## src/rtl/orb_pkg.sv

```systemverilog
// Shared constants and enumerations for the orbit-RAM FIFO scheduler.
//   DW/AW/UW : word, RAM address and FIFO fill-level widths
//   chanT    : FIFO channel index in drain-priority order
//   stateT   : drain sequencer states
package orb_pkg;

    localparam int unsigned DW = 12;
    localparam int unsigned AW = 11;
    localparam int unsigned UW = 5;

    // Encoding order is the drain priority; NEXT relies on +1 stepping.
    typedef enum logic [1:0] {
        CH_F1,
        CH_F2,
        CH_S1,
        CH_S2
    } chanT;

    typedef enum logic [1:0] {
        IDLE,
        CHECK,
        READ,
        NEXT
    } stateT;

endpackage

```

## src/rtl/orb_fifo_scheduler_if.sv

```systemverilog
// Signal bundle between the orbit-RAM scheduler and its environment.
//   rq, sw                 : frame request and bank select (asynchronous levels)
//   usedw*, q*             : FIFO fill levels and normal-mode read data
//   sAddr1, sAddr2         : slow-word target addresses from the per-cycle ROM
//   rd*                    : FIFO read requests
//   wAddr, wData, we       : orbit-RAM write port
//   busy, ovr              : drain in progress / dropped-request pulse
// master = scheduler side, slave = FIFOs, framer and RAM side.
interface orb_fifo_scheduler_if;
    import orb_pkg::*;

    logic          rq;
    logic          sw;
    logic [UW-1:0] usedwF1;
    logic [UW-1:0] usedwF2;
    logic [UW-1:0] usedwS1;
    logic [UW-1:0] usedwS2;
    logic [DW-1:0] qF1;
    logic [DW-1:0] qF2;
    logic [DW-1:0] qS1;
    logic [DW-1:0] qS2;
    logic [AW-1:0] sAddr1;
    logic [AW-1:0] sAddr2;
    logic          rdF1;
    logic          rdF2;
    logic          rdS1;
    logic          rdS2;
    logic [AW-1:0] wAddr;
    logic [DW-1:0] wData;
    logic          we;
    logic          busy;
    logic          ovr;

    modport master (
        input  rq, sw,
        input  usedwF1, usedwF2, usedwS1, usedwS2,
        input  qF1, qF2, qS1, qS2,
        input  sAddr1, sAddr2,
        output rdF1, rdF2, rdS1, rdS2,
        output wAddr, wData, we,
        output busy, ovr
    );

    modport slave (
        output rq, sw,
        output usedwF1, usedwF2, usedwS1, usedwS2,
        output qF1, qF2, qS1, qS2,
        output sAddr1, sAddr2,
        input  rdF1, rdF2, rdS1, rdS2,
        input  wAddr, wData, we,
        input  busy, ovr
    );

endinterface

```

## src/rtl/sync_edge.sv

```systemverilog
// Two-flop synchroniser followed by an edge detector.
//   clk80MHz : destination clock
//   rst      : asynchronous active-low reset
//   din      : asynchronous level input
//   pulse    : one-cycle pulse on a rising edge (ANY_EDGE = 0) or on either edge (ANY_EDGE = 1)
module sync_edge #(
    parameter bit ANY_EDGE = 1'b0
) (
    input  logic clk80MHz,
    input  logic rst,
    input  logic din,
    output logic pulse
);

    logic metaQ;
    logic syncQ;
    logic prevQ;

    always_ff @(posedge clk80MHz or negedge rst) begin
        if (!rst) begin
            metaQ <= 1'b0;
            syncQ <= 1'b0;
            prevQ <= 1'b0;
        end else begin
            metaQ <= din;
            syncQ <= metaQ;
            prevQ <= syncQ;
        end
    end

    if (ANY_EDGE) begin : gAny
        assign pulse = syncQ ^ prevQ;
    end else begin : gRise
        assign pulse = syncQ & ~prevQ;
    end

endmodule

```

## src/rtl/orb_fifo_scheduler.sv

```systemverilog
// Orbit-RAM write sequencer for the per-UART fast (F1, F2) and slow (S1, S2) FIFOs.
// On each frame request every FIFO holding a complete burst is drained in priority order
// F1, F2, S1, S2, producing one RAM write per word read. Fast bursts land in rotating slots
// per channel; the slot offsets restart whenever the ping-pong bank select toggles.
//   clk80MHz : system clock
//   rst      : asynchronous active-low reset
//   bus      : orb_fifo_scheduler_if master modport (FIFO, request and RAM signals)
module orb_fifo_scheduler
    import orb_pkg::*;
#(
    parameter int unsigned   FAST_WORDS = 16,
    parameter int unsigned   SLOW_WORDS = 1,
    parameter int unsigned   FAST_SLOTS = 4,
    parameter logic [AW-1:0] F1_BASE    = 11'd0,
    parameter logic [AW-1:0] F2_BASE    = 11'd64
) (
    input  logic                 clk80MHz,
    input  logic                 rst,
    orb_fifo_scheduler_if.master bus
);

    localparam int unsigned   OW         = (FAST_SLOTS > 1) ? $clog2(FAST_SLOTS) : 1;
    localparam logic [UW-1:0] FastLen    = UW'(FAST_WORDS);
    localparam logic [UW-1:0] SlowLen    = UW'(SLOW_WORDS);
    localparam logic [AW-1:0] FastStride = AW'(FAST_WORDS);

    function automatic logic [OW-1:0] nextSlot(input logic [OW-1:0] slot);
        return (slot == OW'(FAST_SLOTS - 1)) ? '0 : slot + 1'b1;
    endfunction

    // ---------------------------------------------------------------- synchronisers
    logic startEv;
    logic bankEv;

    sync_edge #(
        .ANY_EDGE (1'b0)
    ) uRqSync (
        .clk80MHz (clk80MHz),
        .rst      (rst),
        .din      (bus.rq),
        .pulse    (startEv)
    );

    sync_edge #(
        .ANY_EDGE (1'b1)
    ) uSwSync (
        .clk80MHz (clk80MHz),
        .rst      (rst),
        .din      (bus.sw),
        .pulse    (bankEv)
    );

    // ---------------------------------------------------------------- state
    stateT           stateQ, stateD;
    chanT            idxQ, idxD;
    logic [UW-1:0]   cntQ, cntD;
    logic [OW-1:0]   off1Q, off2Q;
    logic            clrPendQ;
    logic [AW-1:0]   slowBaseQ;
    logic            weQ;
    logic [AW-1:0]   wAddrQ;
    chanT            wChanQ;
    logic            busyQ;
    logic            ovrQ;

    logic            isFast;
    logic [UW-1:0]   burstLen;
    logic [UW-1:0]   usedwSel;
    logic            reading;
    logic            lastWord;
    logic            burstDone;
    logic            clrNow;
    logic [AW-1:0]   rdAddr;
    logic [DW-1:0]   wDataSel;

    assign isFast   = (idxQ == CH_F1) || (idxQ == CH_F2);
    assign burstLen = isFast ? FastLen : SlowLen;
    assign reading  = (stateQ == READ);
    assign lastWord = (cntQ == burstLen - 1'b1);
    assign burstDone = reading && lastWord;

    // A bank toggle seen mid-burst is held until the burst has finished so that the burst
    // stays in its original address sequence.
    assign clrNow = (bankEv || clrPendQ) && !reading;

    always_comb begin
        usedwSel = '0;
        unique case (idxQ)
            CH_F1: usedwSel = bus.usedwF1;
            CH_F2: usedwSel = bus.usedwF2;
            CH_S1: usedwSel = bus.usedwS1;
            CH_S2: usedwSel = bus.usedwS2;
            default: usedwSel = '0;
        endcase
    end

    // ---------------------------------------------------------------- sequencer
    always_comb begin
        stateD = stateQ;
        idxD   = idxQ;
        cntD   = cntQ;
        unique case (stateQ)
            IDLE: begin
                if (startEv) begin
                    stateD = CHECK;
                    idxD   = CH_F1;
                end
            end
            CHECK: begin
                // Only complete bursts are ever read.
                if (usedwSel >= burstLen) begin
                    stateD = READ;
                    cntD   = '0;
                end else begin
                    stateD = NEXT;
                end
            end
            READ: begin
                cntD = cntQ + 1'b1;
                if (lastWord) begin
                    stateD = NEXT;
                end
            end
            NEXT: begin
                if (idxQ == CH_S2) begin
                    stateD = IDLE;
                end else begin
                    idxD   = chanT'(idxQ + 2'd1);
                    stateD = CHECK;
                end
            end
            default: stateD = IDLE;
        endcase
    end

    // ---------------------------------------------------------------- addressing
    always_comb begin
        rdAddr = '0;
        unique case (idxQ)
            CH_F1:   rdAddr = F1_BASE + AW'(off1Q) * FastStride + AW'(cntQ);
            CH_F2:   rdAddr = F2_BASE + AW'(off2Q) * FastStride + AW'(cntQ);
            CH_S1,
            CH_S2:   rdAddr = slowBaseQ + AW'(cntQ);
            default: rdAddr = '0;
        endcase
    end

    always_ff @(posedge clk80MHz or negedge rst) begin
        if (!rst) begin
            stateQ    <= IDLE;
            idxQ      <= CH_F1;
            cntQ      <= '0;
            off1Q     <= '0;
            off2Q     <= '0;
            clrPendQ  <= 1'b0;
            slowBaseQ <= '0;
            weQ       <= 1'b0;
            wAddrQ    <= '0;
            wChanQ    <= CH_F1;
            busyQ     <= 1'b0;
            ovrQ      <= 1'b0;
        end else begin
            stateQ <= stateD;
            idxQ   <= idxD;
            cntQ   <= cntD;

            if ((stateQ == CHECK) && (stateD == READ)) begin
                slowBaseQ <= (idxQ == CH_S1) ? bus.sAddr1 : bus.sAddr2;
            end

            clrPendQ <= reading && (bankEv || clrPendQ);
            if (clrNow) begin
                off1Q <= '0;
                off2Q <= '0;
            end else if (burstDone) begin
                if (idxQ == CH_F1) off1Q <= nextSlot(off1Q);
                if (idxQ == CH_F2) off2Q <= nextSlot(off2Q);
            end

            // One write per word, issued the cycle after its rd* when q is valid.
            weQ    <= reading;
            wChanQ <= idxQ;
            if (reading) begin
                wAddrQ <= rdAddr;
            end

            // Stays high through the final write, which issues during the last NEXT.
            busyQ <= (stateD != IDLE);
            ovrQ  <= startEv && (stateQ != IDLE);
        end
    end

    // FIFO q is valid during the write cycle, so data is taken straight from it.
    always_comb begin
        wDataSel = '0;
        unique case (wChanQ)
            CH_F1:   wDataSel = bus.qF1;
            CH_F2:   wDataSel = bus.qF2;
            CH_S1:   wDataSel = bus.qS1;
            CH_S2:   wDataSel = bus.qS2;
            default: wDataSel = '0;
        endcase
    end

    assign bus.rdF1  = reading && (idxQ == CH_F1);
    assign bus.rdF2  = reading && (idxQ == CH_F2);
    assign bus.rdS1  = reading && (idxQ == CH_S1);
    assign bus.rdS2  = reading && (idxQ == CH_S2);
    assign bus.we    = weQ;
    assign bus.wAddr = wAddrQ;
    assign bus.wData = weQ ? wDataSel : '0;
    assign bus.busy  = busyQ;
    assign bus.ovr   = ovrQ;

endmodule

```

## src/flat_wrapper.sv

```systemverilog
// flat-port wrapper written by rule: the top's interface ports become plain ports
module orb_fifo_scheduler_flat import orb_pkg::*;
#(
    parameter int unsigned   FAST_WORDS = 16,
    parameter int unsigned   SLOW_WORDS = 1,
    parameter int unsigned   FAST_SLOTS = 4,
    parameter logic [AW-1:0] F1_BASE    = 11'd0,
    parameter logic [AW-1:0] F2_BASE    = 11'd64
)
  (clk80MHz, rst, bus_rq, bus_sw, bus_usedwF1, bus_usedwF2, bus_usedwS1, bus_usedwS2, bus_qF1, bus_qF2, bus_qS1, bus_qS2, bus_sAddr1, bus_sAddr2, bus_rdF1, bus_rdF2, bus_rdS1, bus_rdS2, bus_wAddr, bus_wData, bus_we, bus_busy, bus_ovr);
  orb_fifo_scheduler_if bus_i ();
  input  logic clk80MHz;
  input  logic rst;
  input wire logic [$bits(bus_i.rq)-1:0] bus_rq;
  input wire logic [$bits(bus_i.sw)-1:0] bus_sw;
  input wire logic [$bits(bus_i.usedwF1)-1:0] bus_usedwF1;
  input wire logic [$bits(bus_i.usedwF2)-1:0] bus_usedwF2;
  input wire logic [$bits(bus_i.usedwS1)-1:0] bus_usedwS1;
  input wire logic [$bits(bus_i.usedwS2)-1:0] bus_usedwS2;
  input wire logic [$bits(bus_i.qF1)-1:0] bus_qF1;
  input wire logic [$bits(bus_i.qF2)-1:0] bus_qF2;
  input wire logic [$bits(bus_i.qS1)-1:0] bus_qS1;
  input wire logic [$bits(bus_i.qS2)-1:0] bus_qS2;
  input wire logic [$bits(bus_i.sAddr1)-1:0] bus_sAddr1;
  input wire logic [$bits(bus_i.sAddr2)-1:0] bus_sAddr2;
  output wire logic [$bits(bus_i.rdF1)-1:0] bus_rdF1;
  output wire logic [$bits(bus_i.rdF2)-1:0] bus_rdF2;
  output wire logic [$bits(bus_i.rdS1)-1:0] bus_rdS1;
  output wire logic [$bits(bus_i.rdS2)-1:0] bus_rdS2;
  output wire logic [$bits(bus_i.wAddr)-1:0] bus_wAddr;
  output wire logic [$bits(bus_i.wData)-1:0] bus_wData;
  output wire logic [$bits(bus_i.we)-1:0] bus_we;
  output wire logic [$bits(bus_i.busy)-1:0] bus_busy;
  output wire logic [$bits(bus_i.ovr)-1:0] bus_ovr;
  assign bus_i.rq = bus_rq;
  assign bus_i.sw = bus_sw;
  assign bus_i.usedwF1 = bus_usedwF1;
  assign bus_i.usedwF2 = bus_usedwF2;
  assign bus_i.usedwS1 = bus_usedwS1;
  assign bus_i.usedwS2 = bus_usedwS2;
  assign bus_i.qF1 = bus_qF1;
  assign bus_i.qF2 = bus_qF2;
  assign bus_i.qS1 = bus_qS1;
  assign bus_i.qS2 = bus_qS2;
  assign bus_i.sAddr1 = bus_sAddr1;
  assign bus_i.sAddr2 = bus_sAddr2;
  assign bus_rdF1 = bus_i.rdF1;
  assign bus_rdF2 = bus_i.rdF2;
  assign bus_rdS1 = bus_i.rdS1;
  assign bus_rdS2 = bus_i.rdS2;
  assign bus_wAddr = bus_i.wAddr;
  assign bus_wData = bus_i.wData;
  assign bus_we = bus_i.we;
  assign bus_busy = bus_i.busy;
  assign bus_ovr = bus_i.ovr;
  orb_fifo_scheduler #(.FAST_WORDS(FAST_WORDS), .SLOW_WORDS(SLOW_WORDS), .FAST_SLOTS(FAST_SLOTS), .F1_BASE(F1_BASE), .F2_BASE(F2_BASE)) u_core (.clk80MHz(clk80MHz), .rst(rst), .bus(bus_i));
endmodule
```

## config.mk

```make
export PLATFORM = sky130hd
export DESIGN_NAME = orb_fifo_scheduler_flat
export DESIGN_NICKNAME = d
export VERILOG_FILES = /design/src/rtl/orb_pkg.sv /design/src/rtl/orb_fifo_scheduler_if.sv /design/src/rtl/sync_edge.sv /design/src/rtl/orb_fifo_scheduler.sv /design/src/flat_wrapper.sv
export SDC_FILE = /design/constraint.sdc
export NUM_CORES = 1
export LEC_CHECK = 0
export CELL_PAD_IN_SITES_DETAIL_PLACEMENT = 0
export CELL_PAD_IN_SITES_GLOBAL_PLACEMENT = 1
export CORE_ASPECT_RATIO = 2
export CORE_MARGIN = 2
export CORE_UTILIZATION = 30
export DETAILED_ROUTE_END_ITERATION = 6
export PLACE_DENSITY = 0.83
export SYNTH_ARGS = -nofsm -noshare
export SYNTH_HDL_FRONTEND = slang
export SYNTH_SLANG_ARGS = --single-unit
```

## constraint.sdc

```tcl
create_clock -name clk80MHz -period 3.1 [get_ports clk80MHz]
set_input_delay 0.465 -clock clk80MHz [delete_from_list [all_inputs] [get_ports clk80MHz]]
set_output_delay 0.465 -clock clk80MHz [all_outputs]
set_load 0.01 [all_outputs]
```

==> results of run 1 <==
worst register-to-register path: stages (launching register included):
cell and delay [ps]:
dfrtp_1 430, inv_1 110, ha_1 290, a222oi_1 340, nand2_1 80, o21ai_0 80, ha_1 280, nor4b_2 240
o2111ai_1 170, and2_4 240, a31oi_4 310, o31a_1 180
path summary, 6_finish.rpt:
path | to | slack, ps | start
max | u_core.slowBaseQ[0] | 290 | u_core.idxQ[1]
min | u_core.bus.wAddr[2] | 140 | rst
max reg2reg | u_core.slowBaseQ[0] | 290 | u_core.idxQ[1]
min reg2reg | u_core.uRqSync.syncQ | 360 | u_core.uRqSync.metaQ
max in group asynchronous | u_core.uSwSync.prevQ | 2230 | rst
min in group clk80MHz | u_core.uRqSync.syncQ | 360 | u_core.uRqSync.metaQ
layout make-up:
class / count / share of cell area
clock buffer: 6 / 0.02688
clock inverter: 2 / 0.002610
inverter: 13 / 0.01018
multi-input combinational: 232 / 0.4087
sequential: 47 / 0.2453
tap: 140 / 0.03653
timing repair buffer: 132 / 0.2698
where the power goes:
part | total (mW) | internal, mW | switching [mW] | leakage (nW)
logic | 2.32 | 1.16 | 1.16 | 1.33
clock network | 0.533 | 0.298 | 0.235 | 0.0669
registers | 1.06 | 0.823 | 0.240 | 0.581
layout by cell type (no fill, tap or decap), types with 4 or more instances in the layout:
| master | instances |
|---|---|
| clkdlybuf4s50_1 | 122 |
| dfrtp_1 | 47 |
| nor2_1 | 25 |
| ha_1 | 22 |
| nand2_1 | 17 |
| a21oi_1 | 15 |
| and2_1 | 15 |
| inv_1 | 12 |
| mux4_2 | 12 |
| mux2_2 | 12 |
| a211o_1 | 11 |
| o31a_1 | 11 |
| buf_4 | 9 |
| nor3_1 | 7 |
| o21ai_0 | 6 |
| clkbuf_16 | 5 |
| nor2b_1 | 4 |
| xor2_1 | 4 |
| nand3_1 | 4 |
through the flow:
step	total power, mW	hold slack (ps)
global route	4.245	160.5
finish	3.920	137.0
detailed placement	3.419	347.1
global placement	3.377	337.0
CTS	3.962	151.9
floorplan	2.669	169.4
logic make-up after synthesis:
group                      Yosys count
and+or+nand+nor                     91
AOI/OAI and AO/OA                   85
DFF                                 47
buffers and inverters               29
muxes                               27
adders and majority gates           23
xor gates and xnor gates             6
routing by layer:
metal | up-vias | GRT usage | wire (µm)
li1 | 1410 | - | -
met1 | 1457 | 0.1575 | 3084
met2 | 120 | 0.3399 | 5633
met3 | 29 | 0.02910 | 572
met4 | 0 | 0.09273 | 474
met5 | - | 0 | 0
cells in the mapped netlist, drive strengths merged, types with 3 or more instances:
master  instances
o21ai           6
clkbuf          7
nor2b           4
nand3           4
a211oi          3
and2           16
a211o          12
nor2           25
mux2           12
o31ai           3
o31a           11
nand2          17
o21a            3
ha             22
xor2            4
inv            13
buf             9
a31oi           3
a21oi          15
or2             3
a22o            3
mux4           12
dfrtp          47
a221oi          4
mux2i           3
nor3            8
or3             3
registers in the layout, indices dropped and copies added (netlist names), 2 cells and up:
name and cells:
u_core.bus.wAddr 11, u_core.off1Q 2, u_core.wChanQ 2, u_core.stateQ 2
u_core.off2Q 2, u_core.idxQ 2, u_core.cntQ 5, u_core.slowBaseQ 11
==> out/metrics.cfg, run 1 <==
[run_status]
status=finished, final reports clean

[timing]
fin_tns_setup_ps=0
fmax_mhz=355.4
relSlewSlack=0.2546
worstMarginPinSlew_ps=1110
rsz0062_at_grt=false
period_needed_ps=2814
setup_viol=0
postLayoutSetupSlackWorst_ps=285.9
timing.final.crit_share=0.9078
finClkSkew_ps=7.374
hold_viol_final=0
slew_violations=0

[synth]
netlist_area_um2=3279
netlist_instances=308
synth_top_area_frac=0.3586
yosys.area_share.simple=0.1477
yosysSeqAreaShare=0.3586
yosysWarnings=0
synth-compound-area-share=0.2072
synth_area_leaders=dfrtp_1 (36%), ha_1 (8.4%), mux4_2 (8.2%)
synth-adder-area-share=0.09004
postSynthNetCount=425
yosysUniqueCellTypes=61
synth-xor-area-share=0.01602
synth_top_family_by_area=compound AO/OA/AOI/OAI gates
synth_area_leader_cell=dfrtp_1
async_flop_share=1.000
synth-edff-count=0
synth.area.mux_share=0.1366
syn-mean-instance-area_um2=10.65
synth_seq_cells=47
synth_ff_type=dfrtp_1

[cts]
ctsRootBufferMaster=clkbuf_16
insertion_delay_ps=300
cts_buffers=5
cts_tree=done
clk_pin_slew_worst_paths_ps=60
cts_sinks=47
ctsResizeCount=0
holdBufCountCts=0
post_cts_buffers=0
htree_levels=2
cts_buffer_depth=2

[critical_path]
crit_cells=11
crit_family=compound AO/OA/AOI/OAI gates
cp_cell_sequence=inv_1, ha_1, a222oi_1, nand2_1, o21ai_0, ha_1, nor4b_2, o2111ai_1, and2_4, a31oi_4, o31a_1
slowest_stage=dfrtp_1
cp_max_fo=13
path_class=flip-flop to flip-flop
rr_worst_depth=11
crit_arrival_ps=3050
cp-start-kind=flip-flop
cp-end-kind=flip-flop
path_buf_inv=1
critPathRequiredTime_ps=3340
slowest_delay_ps=430
crit_path_frequent_cell=ha_1

[grt]
grt_max_degree=26
antenna_found_initial=0
grt_pass1_vias=3223
grt_pass1_wl_um=15950
grt-ovfl-total=0
grt_usage=0.1715

[die]
initial_core_util=0.3034
fp-row-count=54
die_h_um=151.9
io_pins=124
die_x_um=77.93
dieArea_um2=11830
core-area_um2=10810

[placement]
numPortBuffers=123
dp_cells=564
place_congestion=0.8434
dp_hpwl_um=7982
dpl_worst_slack_ps=191.5
placed_cell_area_um2=4653

[layout]
layout-drive-gt1-share=0.1296
syn2layout_area_growth_pct=46.20
fillerInstances=1052
nets=548
fin_cells=572
finalCoreUtilization=0.4435
ff_latch_area_um2=1176
diodes=0
multi_input_area_um2=1959
stdcell_area_um2=4795

[drt]
finalWirelength_um=9764
ant_nets=0
drt_first_pass_iters=4
detail_route.vias_per_cell=5.273
vias=3016
drcViolationCount=0
drt-initial-drc-count=133
post_drt_wl_per_cell_um=17.07

[power_and_ir_drop]
p_leak_nw=1.980
p_per_area_nw_per_um2=817.7
peakVddDrop_v=0.0003575

[job]
maxCapViolCount=0

[min_path]
hp-class=input port to asynchronous set/reset pin

Power figures use the tool's default switching activity.
==> inputs of run 2 (changes only) <==
CTS_BUF_LIST = sky130_fd_sc_hd__clkbuf_16   (was default)
clock period = 2.7 ns   (was 3.1 ns; I/O delays follow)
==> run 2 against run 1 <==
Net effect:
- the run now ends with setup timing left
- register-to-register slack worse by 320 ps
- die area unchanged
- non-clock buffer count up 14
- design area up 4.1%
- flip-flop and latch count unchanged
- critical path depth unchanged
- hold slack better by 58 ps
- maximum frequency up 3.0%
- count of clock-buffer cells in the layout down 1
- clock power up 30%
- worst setup slack worse by 320 ps
- global-route usage up 0.25 points
- largest cell class unchanged
==> out/metrics.cfg, run 2 (synthesized netlist as in run 1, its figures left out) <==
[grt]
grt_usage=0.1740  ; +0.002528
grt_pass1_vias=3167  ; -1.7%
grt_pass1_wl_um=16100  ; +0.95%
grt_max_degree=48  ; +85%
grt-ovfl-total=0  ; unchanged
antenna_found_initial=0  ; unchanged

[placement]
place_congestion=0.8047  ; -4.6%
dp_hpwl_um=8108  ; +1.6%
placed_cell_area_um2=4748  ; +2.0%
numPortBuffers=123  ; unchanged
dpl_worst_slack_ps=-117.9  ; -309.4 ps

[drt]
drt_first_pass_iters=5  ; +1
finalWirelength_um=10130  ; +3.8%
drcViolationCount=0  ; unchanged
detail_route.vias_per_cell=5.148  ; -2.4%
ant_nets=0  ; unchanged
drt-initial-drc-count=156  ; +17%
post_drt_wl_per_cell_um=17.26  ; +1.1%
vias=3022  ; +0.20%

[critical_path]
reg2reg_setup_slack_ps=-30  ; -320 ps
cp-start-kind=flip-flop
crit_arrival_ps=2910  ; -140 ps
cp_max_fo=11  ; -2
cp-end-kind=flip-flop
r2r_end=u_core.slowBaseQ[10]
critPathRequiredTime_ps=2870  ; -470 ps
r2r-start=u_core.idxQ[1]
path_class=flip-flop to flip-flop
rr_worst_depth=11  ; unchanged

[layout]
fillerInstances=1029  ; -2.2%
final_cell_mix=clkdlybuf4s50_1 (122), dfrtp_1 (46), nor2_1 (25), buf_4 (21), ha_1 (20)
layout-drive-gt1-share=0.1834  ; +0.05382
ff_latch_area_um2=1177  ; +0.11%
stdcell_area_um2=4990  ; +4.1%
finalCoreUtilization=0.4616  ; +0.01805
nets=563  ; +2.7%
multi_input_area_um2=2009  ; +2.6%
syn2layout_area_growth_pct=52.16
diodes=0  ; unchanged
final_common_cell=clkdlybuf4s50_1

[timing]
worstMarginPinSlew_ps=1134  ; +24.07 ps
slew_violations=0  ; unchanged
rsz0062_at_grt=true
fin_tns_setup_ps=-212.6  ; -212.6 ps
setup_viol=11  ; +11
hold_viol_final=0  ; unchanged
postLayoutSetupSlackWorst_ps=-30.91  ; -316.9 ps
relSlewSlack=0.2384  ; -0.01617
fmax_mhz=366.2  ; +3.0%
timing.final.crit_share=1.011  ; +0.1037
finClkSkew_ps=4.447  ; -2.928 ps
period_needed_ps=2731  ; -83.15 ps

[power_and_ir_drop]
p_per_area_nw_per_um2=988.7  ; +21%
peakVddDrop_v=0.0004281  ; +20%
p_leak_nw=2.073  ; +4.7%

[die]
initial_core_util=0.3034  ; unchanged
io_pins=124  ; unchanged
fp-row-count=54  ; unchanged
core-area_um2=10810  ; unchanged
die_x_um=77.93  ; unchanged
die_h_um=151.9  ; unchanged
dieArea_um2=11830  ; unchanged

[cts]
ctsRootBufferMaster=clkbuf_16
clk_pin_slew_worst_paths_ps=60  ; about the same
cts_buffer_depth=2  ; unchanged
htree_levels=2  ; unchanged
insertion_delay_ps=290  ; about the same
cts_tree=done
cts_buffers=5  ; unchanged
holdBufCountCts=0  ; unchanged
cts_sinks=47  ; unchanged

[run_status]
status=finished, violations left
violations=setup timing

[job]
maxCapViolCount=0  ; unchanged

[min_path]
hp-class=input port to asynchronous set/reset pin

-- run 2: metal layers --
layer  vias to the layer above  GRT usage  wire length, µm
met5                         -          0                0
met4                         0    0.06266              258
met3                        12    0.02672              493
met2                       100     0.3571             6129
met1                      1473     0.1646             3251
li1                       1437          -                -
-- run 2: worst max-delay path: stages (launching register included) --
cell,delay [ps]
dfrtp_1,400
inv_1,80
ha_1,230
a222oi_1,330
a21oi_1,130
ha_1,290
nor2_1,50
a31oi_2,280
and2_4,280
a31oi_4,110
buf_12,170
o31a_1,270
-- run 2: how the worst max path moves through the flow --
stage | startpoint | endpoint | slack [ps] | depth (start not counted)
after floorplan | u_core.idxQ[0] | u_core.slowBaseQ[1] | -30 | 14
after global placement | bus_usedwS1[0] | u_core.slowBaseQ[8] | -100 | 10
after detailed placement | bus_usedwS1[0] | u_core.slowBaseQ[6] | -120 | 10
after CTS | u_core.idxQ[1] | u_core.slowBaseQ[6] | 7 | 13
after global routing | u_core.idxQ[1] | u_core.slowBaseQ[0] | -150 | 12
final | u_core.idxQ[1] | u_core.slowBaseQ[10] | -30 | 11
-- run 2: report_power, final --
group	switching (mW)	total, mW	leakage [nW]	internal [mW]
Clock	0.263	0.695	0.0812	0.432
Sequential	0.256	1.20	0.579	0.947
Combinational	1.49	3.04	1.41	1.54
Total	2.01	4.93	2.07	2.92
-- run 2: layout make-up --
cell class,instances,area share
clock buffer,5,0.02508
tap,140,0.03511
inverter,13,0.009779
multi-input combinational,233,0.4027
sequential,47,0.2360
clock inverter,3,0.007773
timing repair buffer,146,0.2836
-- run 2: what timing repair did --
item                       in CTS  in global routing
buffers inserted                1                  2
cloned                          0                  1
resized for setup               1                 10
setup endpoints to repair      12                 16
pin swaps                       1                  6
-- run 2: through the flow --
stage	power (mW)	instances	hold slack (ps)
after floorplan	3.089	308	109.4
after detailed placement	4.057	575	342.5
after global placement	3.984	575	338.7
after CTS	4.862	584	232.3
after global routing	5.307	587	250.9
final	4.933	587	195.2
